### src/rtl/route_dispatch_pkg.sv
// Shared router constants: flit/direction widths, port encodings and dispatch FSM states.
package route_dispatch_pkg;

    localparam int unsigned SIZE     = 8;
    localparam int unsigned BITS_DIR = 3;
    localparam int unsigned NumPorts = 5;

    localparam logic [BITS_DIR-1:0] DirNorth = 3'd0;
    localparam logic [BITS_DIR-1:0] DirSouth = 3'd1;
    localparam logic [BITS_DIR-1:0] DirEast  = 3'd2;
    localparam logic [BITS_DIR-1:0] DirWest  = 3'd3;
    localparam logic [BITS_DIR-1:0] DirLocal = 3'd4;

    typedef enum logic [1:0] {
        StIdle,
        StLookup,
        StReq,
        StRelease
    } state_e;

    // One-hot port select; all-zero marks an invalid direction.
    function automatic logic [NumPorts-1:0] dir_onehot(logic [BITS_DIR-1:0] d);
        logic [NumPorts-1:0] hot;
        hot = '0;
        case (d)
            DirNorth: hot = 5'b00001;
            DirSouth: hot = 5'b00010;
            DirEast:  hot = 5'b00100;
            DirWest:  hot = 5'b01000;
            DirLocal: hot = 5'b10000;
            default:  hot = '0;
        endcase
        return hot;
    endfunction

endpackage

### src/rtl/route_dispatch.sv
// Pops one flit at a time from the shared FIFO, looks up its output port and runs a
// four-phase req/ack handshake with that port's TX transceiver.
module route_dispatch #(
    parameter int          id       = -1,
    parameter int unsigned SIZE     = 8,
    parameter int unsigned BITS_DIR = 3
) (
    input  logic                  clk,
    input  logic                  reset,
    input  logic                  fifo_empty,
    input  logic [SIZE-1:0]       fifo_data_out,
    output logic                  fifo_read,
    output logic [SIZE-1:0]       table_addr,
    input  logic [BITS_DIR-1:0]   table_data,
    output logic [4:0]            tx_req,
    input  logic [4:0]            tx_ack,
    output logic [5*SIZE-1:0]     tx_data,
    output logic [7:0]            drop_count
);
    import route_dispatch_pkg::*;

    state_e                   state_q;
    logic [SIZE-1:0]          item_q;
    logic [BITS_DIR-1:0]      dir_q;
    logic                     fifo_read_q;
    logic [NumPorts-1:0]      tx_req_q;
    logic [NumPorts*SIZE-1:0] tx_data_q;
    logic [7:0]               drop_q;

    logic [NumPorts-1:0]      lookup_hot;
    logic [NumPorts-1:0]      active_hot;
    logic [NumPorts*SIZE-1:0] lookup_data;
    logic                     lookup_valid;
    logic                     ack_hit;

    always_comb begin
        lookup_hot  = dir_onehot(table_data);
        active_hot  = dir_onehot(dir_q);
        lookup_data = '0;
        for (int k = 0; k < NumPorts; k++) begin
            if (lookup_hot[k]) begin
                lookup_data[SIZE*k +: SIZE] = item_q;
            end
        end
    end

    assign lookup_valid = |lookup_hot;
    // Only the ack of the port currently being served matters.
    assign ack_hit      = |(tx_ack & active_hot);

    always_ff @(posedge clk or negedge reset) begin
        if (!reset) begin
            state_q     <= StIdle;
            item_q      <= '0;
            dir_q       <= '0;
            fifo_read_q <= 1'b0;
            tx_req_q    <= '0;
            tx_data_q   <= '0;
            drop_q      <= '0;
        end else begin
            fifo_read_q <= 1'b0;
            case (state_q)
                StIdle: begin
                    if (!fifo_empty) begin
                        item_q      <= fifo_data_out;
                        fifo_read_q <= 1'b1;
                        state_q     <= StLookup;
                    end
                end
                StLookup: begin
                    dir_q <= table_data;
                    if (lookup_valid) begin
                        tx_req_q  <= lookup_hot;
                        tx_data_q <= lookup_data;
                        state_q   <= StReq;
`ifndef SYNTHESIS
                        $display("%0t route_dispatch %0d: item %h -> port %0d",
                                 $time, id, item_q, table_data);
`endif
                    end else begin
                        if (drop_q != 8'hFF) begin
                            drop_q <= drop_q + 8'd1;
                        end
                        state_q <= StIdle;
                    end
                end
                StReq: begin
                    if (ack_hit) begin
                        tx_req_q <= '0;
                        state_q  <= StRelease;
                    end
                end
                StRelease: begin
                    if (!ack_hit) begin
                        tx_data_q <= '0;
                        state_q   <= StIdle;
                    end
                end
                default: state_q <= StIdle;
            endcase
        end
    end

    assign fifo_read  = fifo_read_q;
    assign table_addr = item_q;
    assign tx_req     = tx_req_q;
    assign tx_data    = tx_data_q;
    assign drop_count = drop_q;

endmodule

### config.mk
export PLATFORM = sky130hd
export DESIGN_NAME = route_dispatch
export DESIGN_NICKNAME = d
export VERILOG_FILES = /design/src/rtl/route_dispatch_pkg.sv /design/src/rtl/route_dispatch.sv
export SDC_FILE = /design/constraint.sdc
export NUM_CORES = 1
export LEC_CHECK = 0
export CAP_MARGIN = 20
export CORE_MARGIN = 3
export CORE_UTILIZATION = 53
export CTS_BUF_LIST = sky130_fd_sc_hd__clkbuf_16
export DETAILED_ROUTE_END_ITERATION = 16
export GPL_ROUTABILITY_DRIVEN = 1
export PLACE_DENSITY_LB_ADDON = 0.3
export SYNTH_ARGS = -nofsm -noshare
export SYNTH_HDL_FRONTEND = slang
export SYNTH_SLANG_ARGS = --single-unit
### constraint.sdc
create_clock -name clk -period 2.7 [get_ports clk]
set_clock_uncertainty 0.05 [all_clocks]
set_input_delay 0.27 -clock clk [delete_from_list [all_inputs] [get_ports clk]]
set_output_delay 0.27 -clock clk [all_outputs]
set_load 0.005 [all_outputs]
After elaboration in Yosys (flattened, before gate mapping)
Index checks and enable logic that the tools add are counted.
Operators by class
  multiplexer cells: 20
  reductions and logical operators: 12
  bitwise logic cells: 3
  equal/unequal tests: 16
  $add $sub $neg: 1
Operators with widths (count)
  $mux 40: 2
  $pmux 40 s2: 1
  $pmux 5 s5: 2
  $mux 8: 5
  $eq 3x2->1 const B: 4
  $reduce_and 3->1: 4
  $mux 5: 2
  $pmux 5 s2: 1
  $reduce_or 5->1: 2
  $add 8x1->8 const B: 1
  $mux 2: 4
  $ne 2x2->1 const B: 4
  $ne 8x8->1 const B: 1
  $pmux 2 s4: 1
  $eq 3x1->1 const B: 2
  $eq 3x3->1 const B: 2
  $logic_not 3->1: 2
  $and 5x5->5: 1
  $eq 2x2->1 const B: 2
  $reduce_bool 2->1: 2
  $eq 2x1->1 const B: 1
  $logic_not 2->1: 1
  $mux 1: 2
  $not 1->1: 2
  $reduce_and 2->1: 1
Word-level totals
  bits of input ports: 19
  output and inout port bits: 62
  logic and storage cells: 59
  register bits: 67

Depth between registers and ports, before layout
  word-level depth: 6
  mapped depth: 6
  mapped depth without buffers: 5

Least setup slack after synthesis
OpenSTA, ideal clock, no wires.
  path kind: register -> register
  start point: reg (tool-made name)
  end point: reg drop_q[5], in the netlist drop_count[5]
  arrival: 1407 ps
  path buffers: 1
  library setup time: 127 ps
  path slack: 1115 ps
  period minus slack after synthesis: 1585 ps
  required time: 2523 ps
  stages on the path, launching flop included: 6
  path through: dfrtp_1 > buf_6 > nand2b_1 > nor3_1 > and3_1 > mux2_1
RTL lines
  to (signal assigned): line route_dispatch.sv:82  | drop_q <= drop_q + 8'd1;
  to (decl): line route_dispatch.sv:28  | logic [7:0] drop_q;

Worst setup path after layout
  start point: reg dir_q[2]
  end point: reg tx_data_q[9], in the netlist tx_data[9]
Between the ends
  longest elaborated chain between the ends: 6
  elaborated cells between the ends (all ways): 10
  classes of those cells: 5 x eq/ne; 1 x mux; 1 x bitwise; 3 x reduce/logical
Ends and longest elaborated chain
  from (decl): line route_dispatch.sv:24  | logic [BITS_DIR-1:0] dir_q;
  from (signal assigned): line route_dispatch.sv:71  | dir_q <= table_data;
  $eq 3x3->1, or another cell as far along: line route_dispatch_pkg.sv:25  | case (d)
  $pmux 5 s5 *: line route_dispatch_pkg.sv:25
  $and 5x5->5 *: line route_dispatch.sv:49  | assign ack_hit = |(tx_ack & active_hot);
  $reduce_or 5->1 *: line route_dispatch.sv:49
  $ne 2x2->1 (no line) *
  $reduce_and 3->1 (no line) *
  to (signal assigned): line route_dispatch.sv:74  | tx_data_q <= lookup_data;
  to (decl): line route_dispatch.sv:27  | logic [NumPorts*SIZE-1:0] tx_data_q;
Every way passes the cells marked *; elsewhere a longest branch is shown, timed or not.
A chain may end at the register's enable or synchronous reset.

==> flow_summary.ini <==
[global_route]
grt_antenna_before_repair = 0
grt_pass1_vias = 2934
grt_max_degree = 68
grtUsageTotal_pct = 25.9
globalRouteOverflowTotal = 0
grt_pass1_wl_mm = 14.6

[sta]
fin_ws_ns = 0.764
drv_slew = 0
tns_ns = 0
relSlewSlack_pct = 44.8
finalHoldViolations = 0
fmax_mhz = 517
setup_violations = 0
finalWorstPathRequiredPeriod_ns = 1.94
period_share_pct = 71.7
worstMarginPinSlew_ns = 0.827
rsz0062_at_grt = no

[routing]
drt_pre_antenna_iters = 5
vias_per_cell = 5.97
drc = 0
drt_iter0_markers = 310
vias = 2866
drt.antenna.violating_nets = 0
wl_mm = 8.54
wire_per_inst_um = 17.8

[finish]
areaGrowthSynthToFinish_pct = 35.1
fin_util_pct = 76.1
diodes = 0
design_area_um2 = 4290
nets = 423
drive_gt1_share_pct = 9.80

[synth]
synthArstFlopShare_pct = 100
ys.flop_type = dfrtp_1
yosysUniqueCellTypes = 39
netlist_area_um2 = 3180
synth_edf_count = 0
synth_cells = 325
synth_top_area_cell = dfrtp_1
synth.area.top_cells = dfrtp_1 53%, o21ai_0 6.9%, nand2_1 6.4%, a2bb2oi_1 4.4%, mux2_2 3.2%
yosysSeqAreaShare_pct = 52.8
ys_seq_elements = 67
synth_top_cell_area_share_pct = 52.8
syn_area_per_cell_um2 = 9.77
yosysWarningCount = 0
synth_fp_nets = 345
synthTopCellsByCount = 67 x dfrtp_1, 54 x nand2_1, 44 x o21ai_0, 21 x nor2_1, 18 x a21oi_1
synth.most_common_cell = dfrtp_1

[floorplanning]
initial_utilization_pct = 56.3
io_pins = 81
num_rows = 27
design.die.area_um2 = 6960
dieHeight_um = 83.4
die_x_um = 83.4
core_um2 = 5640

[critical_path]
arrival_ns = 2.12
critPathKind = reg2reg
cp_slowest_cell = o32ai_1
cp-end-kind = register
critPathTopFamily = compound AO/OA/AOI/OAI gates
path_depth = 5
r2r-end = tx_data[9]
ff2ff_path_depth = 5
worstPathRequired_ns = 2.89
worstPathBufferInverterCount = 1
crit-reg2reg-launch = dir_q[2]
path_max_fanout = 15
ff2ff_setup_slack_ns = 0.76
crit_chain = mux2i_1, o32ai_1, nor2_2, buf_4, o21ai_0
slowest_delay_ns = 0.53
cp-start-kind = register

[clocking]
htreeDepth = 3
cts_buffer_depth = 2
hold_buffers = 0
cts_root_buf = clkbuf_16
cts_num_sinks = 67
cts_buffers = 9
post_cts_buffers = 0
clk_latency_ns = 0.33
cts_resized = 0
cts_tree = yes
path_clk_slew_ns = 0.05

[power_and_ir_drop]
p_leak_nw = 1.82
ir_drop_mv = 0.644
pwr_density_cell_nw_per_um2 = 1220
total_power_w = 0.00522

[placement]
port_buffers = 80
place.gp.congestion = 0.866
dp_slack_ns = 0.504
place_area_um2 = 4010
place_hpwl_mm = 5.68

[run_status]
status = completed

[worst_hold_path]
hold_class = in2async

[run]
maxCapViolCount = 0
==> layout make-up <==
type | instances | area [um2]
well taps | 72 | 90.1
multi-input cells | 231 | 1360
clock inverters | 7 | 60.1
fillers | 370 | 1350
repair buffers | 88 | 856
clock buffers | 9 | 225
inverters | 6 | 22.5
flip-flops and latches | 67 | 1680
==> power by group <==
part | internal [W] | leakage, nW | switching (W) | total, W
Clock | 0.000702 | 0.144 | 0.000414 | 0.00112
Sequential | 0.00145 | 0.842 | 0.000467 | 0.00192
Combinational | 0.00120 | 0.837 | 0.000991 | 0.00219
Total | 0.00335 | 1.82 | 0.00187 | 0.00522
==> state kept, by name (all words and copies together) (netlist names), named ones only <==
signal      flops
state_q         1
tx_req          5
fifo_read       1
tx_data        40
table_addr      8
dir_q           3
drop_count      8
==> kinds of logic (layout without fill, tap and decap cells) <==
group	after synthesis	in the layout	synth area share, %
compound gates	106	106	20.8
simple gates	106	106	15.6
flops	67	67	52.8
buf+inv	27	110	4.53
mux	14	14	4.81
xor+xnor	4	4	1.10
fa+ha+maj	1	1	0.394
==> how the worst max path moves through the flow <==
stage	slack (ns)	from	end
finish	0.76	dir_q[2]	tx_data[9]
detailed placement	0.50	table_data[1]	tx_data[9]
global route	0.57	dir_q[2]	tx_data[31]
global placement	0.58	table_data[1]	tx_data[14]
CTS	0.79	dir_q[2]	tx_data[9]
floorplan	1.12	register	drop_count[5]
==> per-stage QoR <==
| step | std cells | hold slack [ns] |
|---|---|---|
| floorplan | 325 | -0.0756 |
| global placement | 464 | 0.452 |
| global route | 480 | 0.173 |
| finish | 480 | 0.0906 |
| CTS | 480 | 0.118 |
| detailed placement | 464 | 0.453 |
==> cells in the final DEF (no fill, tap or decap), drive strengths merged, types with 7 or more instances in the layout <==
master / instances
mux2: 10
clkbuf: 9
nand2b: 12
a21oi: 18
dfrtp: 67
inv: 7
clkdlybuf4s50: 79
nor2: 22
buf: 9
a22oi: 12
a2bb2oi: 16
nand2: 54
o21ai: 48
==> metal layers <==
layer	track usage, %	vias up	part of all wire, %
li1	-	1313	-
met1	33.9	1383	41
met2	42.6	153	50
met3	5.26	17	7.0
met4	10.1	0	2.0
met5	0	-	0
==> worst register-to-register path, delay by kind of cell (launching register included) <==
family / cells / cell delay, ns
compound gates: 2 / 0.72
buf+inv: 1 / 0.26
flops: 1 / 0.42
mux: 1 / 0.15
simple gates: 1 / 0.25
Power figures use the tool's default switching activity.
